$ cat config.mk
export PLATFORM = sky130hd
export DESIGN_NAME = string_scheduler
export DESIGN_NICKNAME = d
export VERILOG_FILES = /design/src/rtl/string_scheduler.sv
export SDC_FILE = /design/constraint.sdc
export NUM_CORES = 1
export LEC_CHECK = 0
export ABC_AREA = 1
export BUFFER_PORTS_ARGS = -buffer_cell sky130_fd_sc_hd__buf_4
export CORE_MARGIN = 5
export CORE_UTILIZATION = 50
export DETAILED_ROUTE_END_ITERATION = 10
export PLACE_DENSITY = 0.76
export SETUP_SLACK_MARGIN = 0.2
export SLEW_MARGIN = 20
export SYNTH_ARGS = -nofsm -noshare
export SYNTH_HDL_FRONTEND = slang
export SYNTH_SLANG_ARGS = --single-unit
$ cat constraint.sdc
create_clock -name clk -period 2.65 [get_ports clk]
set_clock_uncertainty 0.2 [all_clocks]
set_input_delay 0 -clock clk [delete_from_list [all_inputs] [get_ports clk]]
set_output_delay 0 -clock clk [all_outputs]
set_load 0.02 [all_outputs]
$ cat src/rtl/string_scheduler.sv
// Sequences a text string into per-row glyph jobs: fetches each character, then issues GLYPH_H rows.
// Optional macro STRING_SCHED_CLIP_EN stops the string at the first glyph that would cross H_RES.
module string_scheduler #(
  parameter int unsigned GLYPH_H = 16,
  parameter int unsigned GLYPH_W = 8,
  parameter int unsigned H_RES   = 320,
  parameter int unsigned COORD_W = 10,
  parameter int unsigned TXT_AW  = 12,
  parameter int unsigned LEN_W   = 8
) (
  input  logic               clk,
  input  logic               reset_n,
  input  logic               cmd_valid,
  output logic               cmd_ready,
  input  logic [TXT_AW-1:0]  cmd_base,
  input  logic [LEN_W-1:0]   cmd_len,
  input  logic [COORD_W-1:0] cmd_x,
  input  logic [COORD_W-1:0] cmd_y,
  input  logic [3:0]         cmd_fg,
  input  logic [3:0]         cmd_bg,
  output logic               txt_rd_en,
  output logic [TXT_AW-1:0]  txt_addr,
  input  logic [7:0]         txt_rd_data,
  output logic               glyph_start,
  output logic [7:0]         glyph_char,
  output logic [3:0]         glyph_dy,
  output logic [3:0]         glyph_fg,
  output logic [3:0]         glyph_bg,
  output logic [COORD_W-1:0] fb_x,
  output logic [COORD_W-1:0] fb_y,
  input  logic               glyph_done,
  output logic               busy,
  output logic               cmd_done
);

  localparam int unsigned SumW    = COORD_W + LEN_W + 4;
  localparam logic [3:0]  LastRow = 4'(GLYPH_H - 1);
`ifdef STRING_SCHED_CLIP_EN
  localparam bit ClipEn = 1'b1;
`else
  localparam bit ClipEn = 1'b0;
`endif

  // StNext is the turnaround cycle after a row completes, where dy/idx advance.
  typedef enum logic [2:0] {
    StIdle, StFetch, StWaitRd, StIssue, StWaitDone, StNext, StFinish
  } state_e;

  state_e             state_q, state_d;
  logic [TXT_AW-1:0]  base_q, base_d;
  logic [LEN_W-1:0]   len_q, len_d, idx_q, idx_d;
  logic [COORD_W-1:0] x_q, x_d, y_q, y_d;
  logic [3:0]         fg_q, fg_d, bg_q, bg_d, dy_q, dy_d;
  logic               txt_rd_en_q, txt_rd_en_d, glyph_start_q, glyph_start_d;
  logic               cmd_done_q, cmd_done_d;
  logic [TXT_AW-1:0]  txt_addr_q, txt_addr_d;
  logic [7:0]         glyph_char_q, glyph_char_d;
  logic [3:0]         glyph_dy_q, glyph_dy_d, glyph_fg_q, glyph_fg_d, glyph_bg_q, glyph_bg_d;
  logic [COORD_W-1:0] fb_x_q, fb_x_d, fb_y_q, fb_y_d;

  function automatic logic fits(input logic [COORD_W-1:0] x, input logic [LEN_W-1:0] idx);
    logic [SumW-1:0] right_edge;
    right_edge = SumW'(x) + SumW'(idx) * SumW'(GLYPH_W) + SumW'(GLYPH_W);
    return !ClipEn || (right_edge <= SumW'(H_RES));
  endfunction

  always_comb begin
    state_d      = state_q;
    base_d       = base_q;
    len_d        = len_q;
    x_d          = x_q;
    y_d          = y_q;
    fg_d         = fg_q;
    bg_d         = bg_q;
    idx_d        = idx_q;
    dy_d         = dy_q;
    txt_addr_d   = txt_addr_q;
    glyph_char_d = glyph_char_q;
    glyph_dy_d   = glyph_dy_q;
    glyph_fg_d   = glyph_fg_q;
    glyph_bg_d   = glyph_bg_q;
    fb_x_d       = fb_x_q;
    fb_y_d       = fb_y_q;

    unique case (state_q)
      StIdle: begin
        if (cmd_valid) begin
          base_d = cmd_base;
          len_d  = cmd_len;
          x_d    = cmd_x;
          y_d    = cmd_y;
          fg_d   = cmd_fg;
          bg_d   = cmd_bg;
          idx_d  = '0;
          dy_d   = '0;
          state_d = (cmd_len == '0 || !fits(cmd_x, '0)) ? StFinish : StFetch;
        end
      end
      StFetch:  state_d = StWaitRd;
      StWaitRd: begin
        glyph_char_d = txt_rd_data;
        state_d      = StIssue;
      end
      StIssue:  state_d = StWaitDone;
      StWaitDone: begin
        if (glyph_done) begin
          if (dy_q != LastRow) begin
            state_d = StNext;
          end else if (idx_q == len_q - LEN_W'(1) || !fits(x_q, idx_q + LEN_W'(1))) begin
            state_d = StFinish;
          end else begin
            state_d = StNext;
          end
        end
      end
      StNext: begin
        if (dy_q != LastRow) begin
          dy_d    = dy_q + 4'd1;
          state_d = StIssue;
        end else begin
          idx_d   = idx_q + LEN_W'(1);
          dy_d    = '0;
          state_d = StFetch;
        end
      end
      StFinish: state_d = StIdle;
      default:  state_d = StIdle;
    endcase

    txt_rd_en_d   = (state_d == StFetch);
    glyph_start_d = (state_d == StIssue);
    cmd_done_d    = (state_d == StFinish);
    if (state_d == StFetch) txt_addr_d = base_d + TXT_AW'(idx_d);
    // Job descriptors change only when entering ISSUE, so they hold for the whole job.
    if (state_d == StIssue) begin
      glyph_dy_d = dy_d;
      glyph_fg_d = fg_q;
      glyph_bg_d = bg_q;
      fb_x_d     = COORD_W'(SumW'(x_q) + SumW'(idx_d) * SumW'(GLYPH_W));
      fb_y_d     = y_q + COORD_W'(dy_d);
    end
  end

  always_ff @(posedge clk or negedge reset_n) begin
    if (!reset_n) begin
      state_q       <= StIdle;
      base_q        <= '0;
      len_q         <= '0;
      x_q           <= '0;
      y_q           <= '0;
      fg_q          <= '0;
      bg_q          <= '0;
      idx_q         <= '0;
      dy_q          <= '0;
      txt_rd_en_q   <= 1'b0;
      glyph_start_q <= 1'b0;
      cmd_done_q    <= 1'b0;
      txt_addr_q    <= '0;
      glyph_char_q  <= '0;
      glyph_dy_q    <= '0;
      glyph_fg_q    <= '0;
      glyph_bg_q    <= '0;
      fb_x_q        <= '0;
      fb_y_q        <= '0;
    end else begin
      state_q       <= state_d;
      base_q        <= base_d;
      len_q         <= len_d;
      x_q           <= x_d;
      y_q           <= y_d;
      fg_q          <= fg_d;
      bg_q          <= bg_d;
      idx_q         <= idx_d;
      dy_q          <= dy_d;
      txt_rd_en_q   <= txt_rd_en_d;
      glyph_start_q <= glyph_start_d;
      cmd_done_q    <= cmd_done_d;
      txt_addr_q    <= txt_addr_d;
      glyph_char_q  <= glyph_char_d;
      glyph_dy_q    <= glyph_dy_d;
      glyph_fg_q    <= glyph_fg_d;
      glyph_bg_q    <= glyph_bg_d;
      fb_x_q        <= fb_x_d;
      fb_y_q        <= fb_y_d;
    end
  end

  assign cmd_ready   = (state_q == StIdle);
  assign busy        = (state_q != StIdle);
  assign cmd_done    = cmd_done_q;
  assign txt_rd_en   = txt_rd_en_q;
  assign txt_addr    = txt_addr_q;
  assign glyph_start = glyph_start_q;
  assign glyph_char  = glyph_char_q;
  assign glyph_dy    = glyph_dy_q;
  assign glyph_fg    = glyph_fg_q;
  assign glyph_bg    = glyph_bg_q;
  assign fb_x        = fb_x_q;
  assign fb_y        = fb_y_q;

endmodule

Yosys cells after proc, flatten, opt, wreduce, memory -nomap -nowiden
Index checks and enable logic that the tools add are counted.
- magnitude comparators: 0
- equal/unequal tests: 10
- multipliers: 0
- muxes and demuxes: 15
- div/mod/pow operators: 0
- bitwise operators: 0
- add/sub/neg operators: 6
- shifts and indexed selects: 0
- reduce and logical (&&, ||, !) cells: 4
- operators by type and width (cell ; number):
    $mux 12 ; 2
    $pmux 3 s6 ; 1
    $mux 8 ; 2
    $pmux 8 s2 ; 1
    $add 12x8->12 ; 1
    $add 10x10->10 ; 1
    $add 10x4->10 ; 1
    $eq 3x2->1 const B ; 3
    $eq 3x3->1 const B ; 3
    $mux 3 ; 3
    $add 8x1->8 const B ; 1
    $eq 8x8->1 ; 1
    $logic_not 8->1 ; 1
    $mux 4 ; 2
    $pmux 4 s2 ; 1
    $sub 8x1->8 const B ; 1
    $eq 3x1->1 const B ; 2
    $mux 2 ; 3
    $add 4x1->4 const B ; 1
    $ne 4x4->1 const B ; 1
    $logic_not 3->1 ; 1
    $reduce_bool 3->1 ; 1
    $reduce_and 2->1 ; 1
- memory bits (read-only): 0
- latch bits: 0
- word-level logic and storage cells: 54
- bits in writable memories: 0
- memories: 0
- register bits after elaboration: 118
- bits of input ports: 60
- output and inout port bits: 57

Depth between registers and ports, before layout
Gate-level depths: netlist of the first run.
- word-level depth: 7
- gate-level depth with buffers: 22
- mapped depth without buffers: 22

Least setup slack after synthesis of the first run
Ideal clock, no wire load.
- path type: flip-flop to flip-flop
- start: register state_q[0]
- end: register txt_addr_q[8], in the netlist txt_addr[8]
- path slack: -127 ps
- setup time: 117 ps
- cell stages (with the launch flop): 16
- arrival: 2460 ps
- path through: dfrtp_1 nor2_2 nand3_2 buf_2 clkbuf_1 nand2_1 nand2_1 ha_1 fa_1 nand3_1 nand2_1 nand3_1 nand3_1 xor2_1 nand4_1 nand2_1
- cells in the longest elaborated chain, start to end: 3
- elaborated cells between the ends (all ways): 13
- those cells by class: add/sub: 1; eq/ne: 6; mux: 5; reduce/logical: 1
- ends and longest elaborated chain (item ; RTL line ; RTL):
    start, declared ; 49 ; state_e state_q, state_d;
    start signal, assigned ; 146 ; state_q <= StIdle;
    start signal, assigned ; 166 ; state_q <= state_d;
    $logic_not 3->1 ; 85 ; unique case (state_q)
    $mux 12 ; 85 ;
    via base_d[0] ; 50 ; logic [TXT_AW-1:0] base_q, base_d;
    $add 12x8->12 ; 133 ; if (state_d == StFetch) txt_addr_d = base_d + TXT_AW'(idx_d);
    end signal, assigned ; 178 ; txt_addr_q <= txt_addr_d;
    end, declared ; 56 ; logic [TXT_AW-1:0] txt_addr_q, txt_addr_d;
The timed path passes the listed nets, and every way through them passes these cells.
A chain may end at the register's enable or synchronous reset.

Final worst setup path of the first run
- start: register state_q[1]
- end: register fb_x_q[9], in the netlist fb_x[9]
- cells in the longest elaborated chain, start to end: 3
- elaborated cells between the ends (all ways): 12
- those cells by class: add/sub: 1; eq/ne: 6; mux: 4; reduce/logical: 1
- ends and longest elaborated chain (item ; RTL line ; RTL):
    $eq 3x3->1 / $logic_not 3->1 (equally long branches) ; 85 ;
    $pmux 8 s2 * ; 85 ;
    via idx_d[0] ; 51 ; logic [LEN_W-1:0] len_q, len_d, idx_q, idx_d;
    $add 10x10->10 * ; 139 ; fb_x_d = COORD_W'(SumW'(x_q) + SumW'(idx_d) * SumW'(GLYPH_W));
    end signal, assigned ; 163 ; fb_x_q <= '0;
    end signal, assigned ; 183 ; fb_x_q <= fb_x_d;
    end, declared ; 59 ; logic [COORD_W-1:0] fb_x_q, fb_x_d, fb_y_q, fb_y_d;
The timed path passes the listed nets; every way through them passes the cells marked *.

==> results of run 1 <==
worst max-delay path by stage:
stage | from | end | slack, ps
finish | state_q[1]$_DFF_PN0_ | fb_x[9]$_DFFE_PN0N_ | -190
detailed placement | state_q[0]$_DFF_PN0_ | txt_addr[9]$_DFFE_PN0N_ | -80
CTS | state_q[1]$_DFF_PN0_ | txt_addr[8]$_DFFE_PN0N_ | -9
floorplan | state_q[1]$_DFF_PN0_ | txt_addr[8]$_DFFE_PN0N_ | 100
global route | state_q[1]$_DFF_PN0_ | fb_x[9]$_DFFE_PN0N_ | -300
global placement | dy_q[0]$_DFF_PN0_ | fb_y[8]$_DFFE_PN0N_ | -10
metal layers:
layer  vias up  global-route usage
li1       2935                   -
met3        90              0.0641
met1      3044               0.304
met5         -                   0
met4         0               0.110
met2       299               0.465
sequential cells by signal, indices dropped and copies added, names as in the netlist, 8 cells and up:
name        flops
fb_y           10
x_q            10
base_q         12
len_q           8
fb_x           10
txt_addr       12
y_q            10
idx_q           8
glyph_char      8
area by class of cell:
cell class                      count  area [µm²]
Sequential cell                   118        2960
Timing Repair Buffer              284        2440
Multi-Input combinational cell    540        3270
Inverter                           62         240
Clock buffer                       23         478
Clock inverter                      6        30.0
Fill cell                         659        2260
Tap cell                          147         184
logic make-up (layout without fill, tap and decap cells):
| group | count (synthesis) | after routing | synth area share |
|---|---|---|---|
| buf+inv | 86 | 375 | 0.0620 |
| fa+ha+maj | 24 | 24 | 0.0540 |
| flops | 118 | 118 | 0.494 |
| xor+xnor | 23 | 23 | 0.0337 |
| compound gates | 49 | 49 | 0.0433 |
| simple gates | 443 | 444 | 0.313 |
metrics by stage:
step                utilization  setup TNS [ps]  total power [µW]  hold slack, ps
floorplan                     -               0              6130            -496
global placement          0.627           -18.0              7910            -169
detailed placement        0.627            -393              8020            -170
CTS                       0.769           -14.6             10700             106
global route              0.810           -3240             12100             132
finish                    0.810           -1510             11500             133
critical path: stages, from the launching register on:
cell     delay (ps)
dfrtp_1         440
inv_2           110
nand3_4         140
inv_4           120
nand4_1         190
buf_4           210
o21ai_4         180
ha_2            230
fa_2            200
nand4_1         120
nand3_1         110
nand2_1          50
nand2_1          80
nand3_1          80
nand2_1          90
inv_1            50
nand3_2          60
nand2_1          60
power by group through the flow:
stage	Combinational, µW	Sequential, µW	Clock (µW)
final	6240	3190	2030
after global routing	6750	3250	2130
after CTS	5540	3110	2030
after detailed placement	4920	3100	0
after global placement	4830	3080	0
after floorplan	2680	3450	0
synth_stat cells:
cell	number	area (µm²)
a21o_1	1	7.51
a21oi_1	10	50.1
a31oi_1	2	12.5
a32oi_1	1	8.76
and3_1	1	6.26
buf_1	3	11.3
buf_2	8	40.0
buf_4	4	30.0
buf_6	3	33.8
clkbuf_1	6	22.5
dfrtp_1	118	2950
fa_1	3	60.1
ha_1	21	263
inv_1	56	210
inv_2	6	22.5
nand2_1	309	1160
nand2_2	1	6.26
nand2_4	2	22.5
nand3_1	68	340
nand3_2	5	50.1
nand4_1	21	131
nor2_1	26	97.6
nor2_2	4	25.0
nor3_1	5	25.0
o211ai_1	1	7.51
o21ai_0	31	155
o21ai_1	1	5.00
o22ai_1	2	12.5
or2_2	1	6.26
xnor2_1	5	43.8
xor2_1	18	158
repair_timing:
action / in CTS / in global routing
resized for setup: 56 / 62
pin swaps: 28 / 45
endpoints found under the hold margin: 184 / 0
buffers inserted: 18 / 19
endpoints found under the setup margin: 46 / 46
hold buffers: 74 / 0
cloned: 0 / 1
==> summary.md, run 1 <==
| Metric | Value |
|---|---|
| Outcome | complete, but fails checks |
| Failing checks | negative setup slack |
| Nature of the critical path startpoint | flop |
| R2R depth | 17 |
| CTS tree | yes |
| Max Cap Violations | 0 |
| Worst Path Required | 2750 ps |
| DIE HEIGHT | 119 µm |
| Gate power share | 0.545 |
| WL met2 | 11100 µm |
| Register area share after synthesis | 0.494 |
| GRT Overall Usage | 0.263 |
| Num CTS Buffers | 17 |
| Wirelength per Cell | 18.0 µm |
| Vias in the first global route | 6169 |
| RSZ-0062 raised after global routing | yes |
| Post-route DRC | 0 |
| Clk pwr share | 0.177 |
| Sinks on Clock Net | 118 |
| Die width | 119 µm |
| Largest net degree at the start of global routing | 77 |
| DRT met1 WL | 7920 µm |
| Post-DP Area | 0.00744 mm² |
| Vias per cell | 5.40 |
| Static leakage | 0.00498 µW |
| Pint | 6440 µW |
| 1st-iter DRT viols | 652 |
| Flop pwr share | 0.278 |
| Netlist Area Pre-Place | 0.00598 mm² |
| Post-DP HPWL | 11300 µm |
| Commonest non-fill, non-tap cell in the layout | nand2_1 |
| Iteration count of the initial detailed-routing pass | 6 |
| Vias post-DR | 6368 |
| I/O Buffers | 116 |
| Avg Inst Size Synth | 8.04 µm² |
| Sw Pwr | 5010 µW |
| Finish-stage setup viols | 17 |
| Ys Warns | 0 |
| Starting Density | 0.504 |
| Peak VDD IR | 745 µV |
| Post-Layout Inst Area | 0.00960 mm² |
| Initial antenna violation count | 0 |
| Worst path arrival time | 2940 ps |
| Crit path max fanout | 6 |
| Nets | 1107 |
| Cell depth of the worst hold path | 4 |
| Slew @ Worst Pin | 414 ps |
| # IOs | 117 |
| Fin worst setup slack | -193 ps |
| Net count after synthesis | 827 |
| Kind of end point of the critical path | flop |
| Commonest non-fill, non-tap cells in the layout | nand2_1, buf_4, dfrtp_1 |
| Tightest Hold Check Type | input port to flop |
| Classification of the worst setup path | flop to flop |
| R2r setup slk | -190 ps |
| Die area | 0.0142 mm² |
| Max_slew headroom | 0.724 |
| Start point of the worst hold path | cmd_fg[2] |
| Placer Congestion | 0.917 |
| #FFs+latches synth | 118 |
| Uppermost layer routed | met4 |
| Core Region | 0.0119 mm² |
| Rows | 40 |
| CTS Buffer Depth | 2 |
| Distinct cells, synth | 31 |
| GRT overflow | 0 |
| Mapped Cells | 743 |
| Reg2Reg Capture Point | fb_x[9]$_DFFE_PN0N_ |
| Final Hold Viols | 0 |
| Final WL | 21300 µm |
| Detail Route Antenna Nets | 0 |
| Met3 WL | 1290 µm |
| Clk_lat worst skew | 420 ps |
| F_max | 352 MHz |
| Fin crit period | 2840 ps |
| Root Buffer | clkbuf_16 |
| DP Worst Slack | -80.8 ps |
| Pwr Density | 1190 mW/mm² |
| Area Overhead vs Synth | 60.7% |
| Worst min-delay path endpoint | fg_q[2]$_DFFE_PN0P_ |
| Layout cells sized above 1 | 0.333 |
| Final Slew Violations | 0 |
| Sw frac | 0.438 |
| Fin cells | 1180 |
| Critical R2R Launch | state_q[1]$_DFF_PN0_ |
| Final period utilization | 1.07 |
| # H-tree levels | 4 |
| First-pass GRT wire length | 29700 µm |
| Placed insts | 1039 |
| Ant. Diodes | 0 |
| Clock slew at reported path FFs | 60 ps |
Power figures use the tool's default switching activity.
==> inputs of run 2 (changes only) <==
--- a/config.mk
+++ b/config.mk
@@ -7,12 +7,12 @@
 export LEC_CHECK = 0
 export ABC_AREA = 1
 export BUFFER_PORTS_ARGS = -buffer_cell sky130_fd_sc_hd__buf_4
+export CORE_ASPECT_RATIO = 0.8
 export CORE_MARGIN = 5
 export CORE_UTILIZATION = 50
 export DETAILED_ROUTE_END_ITERATION = 10
 export PLACE_DENSITY = 0.76
 export SETUP_SLACK_MARGIN = 0.2
-export SLEW_MARGIN = 20
 export SYNTH_ARGS = -nofsm -noshare
 export SYNTH_HDL_FRONTEND = slang
 export SYNTH_SLANG_ARGS = --single-unit
==> summary.md, run 2 (same netlist as run 1, synthesis figures left out) <==
| Metric | Value |
|---|---|
| Worst path bufs/invs | 8 (+4) |
| Commonest non-fill, non-tap cell in the layout | nand2_1 |
| Fin crit period | 3130 ps (+283 ps) |
| Critical path's top delay family | simple AND/OR/NAND/NOR gates |
| CTS Buffer Depth | 2 (unchanged) |
| CP cell instances | inv_2, nand3_4, inv_4, buf_4, buf_6, buf_6, nand2_2, o21ai_1, o21ai_2, inv_2, buf_6, ha_4, a21oi_1, nand3_1, nand2_1, nand2_2, nand3_1, nand2_1, inv_2, nand3_2, nand2_2 |
| Met1 Use GR | 0.341 (+0.0366) |
| First-pass GRT wire length | 32600 µm (+9.7%) |
| Start point of the worst hold path | txt_rd_data[7] |
| Sinks on Clock Net | 118 (unchanged) |
| Static leakage | 0.00531 µW (+6.6%) |
| Hold Slack | 137 ps (+3.25 ps) |
| Worst min-delay path endpoint | glyph_char[7]$_DFFE_PN0N_ |
| Clk_lat worst skew | 440 ps (+20 ps) |
| Classification of the worst setup path | flop to flop |
| GRT overflow | 0 (unchanged) |
| Core Region | 0.0116 mm² (-2.2%) |
| Layout cells sized above 1 | 0.402 (+0.0694) |
| Outcome | complete, but fails checks |
| Fin worst setup slack | -475 ps (-283 ps) |
| Global Route met3 Usage | 0.0785 (+0.0144) |
| F_max | 320 MHz (-9.0%) |
| Detail Route Antenna Nets | 0 (unchanged) |
| Num CTS Buffers | 17 (unchanged) |
| Commonest non-fill, non-tap cells in the layout | nand2_1, buf_4, dfrtp_1 |
| Die width | 132 µm (+11%) |
| Starting Density | 0.515 (+0.0111) |
| Clock slew at reported path FFs | 60 ps (about the same) |
| Final Slew Violations | 0 (unchanged) |
| Vias in the first global route | 6572 (+6.5%) |
| Reg2Reg Capture Point | fb_x[9]$_DFFE_PN0N_ |
| Worst path arrival time | 3310 ps (+370 ps) |
| R2R depth | 21 (+4) |
| Met2 GRT Util | 0.492 (+0.0276) |
| RSZ-0062 raised after global routing | yes |
| Final Hold Viols | 0 (unchanged) |
| Crit path depth | 21 (+4) |
| Final WL | 31100 µm (+46%) |
| Wirelength per Cell | 25.6 µm (+42%) |
| Post-Layout Inst Area | 0.0105 mm² (+9.7%) |
| Post-DP Area | 0.00740 mm² (-0.52%) |
| Critical R2R Launch | state_q[1]$_DFF_PN0_ |
| GR peak layer | met2 |
| Nature of the critical path startpoint | flop |
| Max_slew headroom | 0.514 (-0.210) |
| GRT Overall Usage | 0.285 (+0.0224) |
| Vias per cell | 6.36 (+18%) |
| Largest net degree at the start of global routing | 53 (-31%) |
| DIE HEIGHT | 108 µm (-9.7%) |
| Kind of end point of the critical path | flop |
| Finish-stage setup viols | 48 (+31) |
| Area Overhead vs Synth | 76.3% |
| Failing checks | negative setup slack |
| Root Buffer | clkbuf_16 |
| Post-DP HPWL | 11900 µm (+5.4%) |
| Rows | 35 (-13%) |
| Die area | 0.0143 mm² (about the same) |
| Post-route DRC | 0 (unchanged) |
| Peak VDD IR | 817 µV (+9.6%) |
| Worst Path Required | 2830 ps (+80 ps) |
| Crit path max fanout | 5 (-1) |
| Iteration count of the initial detailed-routing pass | 10 (+4) |
| Placer Congestion | 0.866 (-5.6%) |
| Tightest Hold Check Type | input port to flop |
| Critical-path top delay cell | dfrtp_2 |
| 1st-iter DRT viols | 1128 (+73%) |
| I/O Buffers | 116 (unchanged) |
| Vias post-DR | 7732 (+21%) |
| # IOs | 117 (unchanged) |
| R2r setup slk | -480 ps (-280 ps) |
| Max Cap Violations | 0 (unchanged) |
| Pwr Density | 1350 mW/mm² (+13%) |
| Cell depth of the worst hold path | 4 (unchanged) |
| Final period utilization | 1.18 (+0.107) |
| Power, Total | 14200 µW (+24%) |
| Slew @ Worst Pin | 729 ps (+315 ps) |
| Crit path largest cell delay | 450 ps (about the same) |
| CTS tree | yes |
| Initial antenna violation count | 0 (unchanged) |
| Nets | 1137 (+2.7%) |
| # H-tree levels | 4 (unchanged) |
-- run 2: cell count changes in the layout (fill, tap and decap cells not counted), moves of 7 or more --
| cell | before | now |
|---|---|---|
| xor2_2 | 1 | 8 |
| nand2_4 | 2 | 13 |
| buf_4 | 191 | 176 |
| dlygate4sd3_1 | 73 | 85 |
| buf_6 | 14 | 31 |
| buf_12 | 4 | 11 |
| nand2_2 | 14 | 42 |
| nand2_1 | 294 | 254 |
-- run 2: per-stage QoR --
stage / utilization / TNS (ps) / setup slack, ps / std cells
2_1_floorplan: - / 0 / 97.7 / 743
6_report: 0.908 / -11190 / -475 / 1215
3_5_place_dp: 0.638 / -1450 / -226 / 1033
4_1_cts: 0.797 / -484 / -121 / 1167
3_3_place_gp: 0.638 / -402 / -96.8 / 1033
5_1_grt: 0.908 / -13320 / -552 / 1214
-- run 2: where the power goes --
part | leakage [µW] | internal (µW) | total [µW] | switching, µW
clock | 0.000290 | 1530 | 2490 | 957
sequential | 0.00149 | 2590 | 3340 | 753
combinational | 0.00353 | 3370 | 8370 | 5000
total | 0.00531 | 7490 | 14200 | 6700
-- run 2: final cells by class --
cell class / count / area, µm²
fill: 418 / 1060
inverter: 62 / 248
multi-input combinational: 545 / 3680
clock buffer: 21 / 460
clock inverter: 11 / 149
sequential: 118 / 2960
tap: 148 / 185
timing repair buffer: 309 / 2860
antenna: 1 / 2.50
-- run 2: worst max path at each step --
| stage | startpoint | to | slack [ps] |
|---|---|---|---|
| final | state_q[1]$_DFF_PN0_ | fb_x[9]$_DFFE_PN0N_ | -480 |
| after global routing | state_q[1]$_DFF_PN0_ | fb_x[9]$_DFFE_PN0N_ | -550 |
| after CTS | state_q[1]$_DFF_PN0_ | txt_addr[11]$_DFFE_PN0N_ | -120 |
| after detailed placement | state_q[1]$_DFF_PN0_ | txt_addr[11]$_DFFE_PN0N_ | -230 |
| after global placement | state_q[2]$_DFF_PN0_ | txt_addr[8]$_DFFE_PN0N_ | -100 |
| after floorplan | state_q[1]$_DFF_PN0_ | txt_addr[8]$_DFFE_PN0N_ | 100 |
-- run 2: metal layers --
layer / up-vias / share of wire
met2: 795 / 0.46
met4: 0 / 0.10
met5: - / 0
li1: 3003 / -
met3: 324 / 0.12
met1: 3610 / 0.32
-- run 2: timing repair --
item | in CTS | in global routing
hold buffers | 85 | 0
buffers inserted | 17 | 37
gates resized for setup | 48 | 187
pin swaps | 37 | 96
endpoints found under the hold margin | 185 | 0
gates cloned | 0 | 10
endpoints found under the setup margin | 42 | 52
-- run 2: worst min-delay path, stage by stage --
cell and delay (ps):
dlygate4sd3_1 530, buf_4 100, nand2_1 40, nand2_1 60
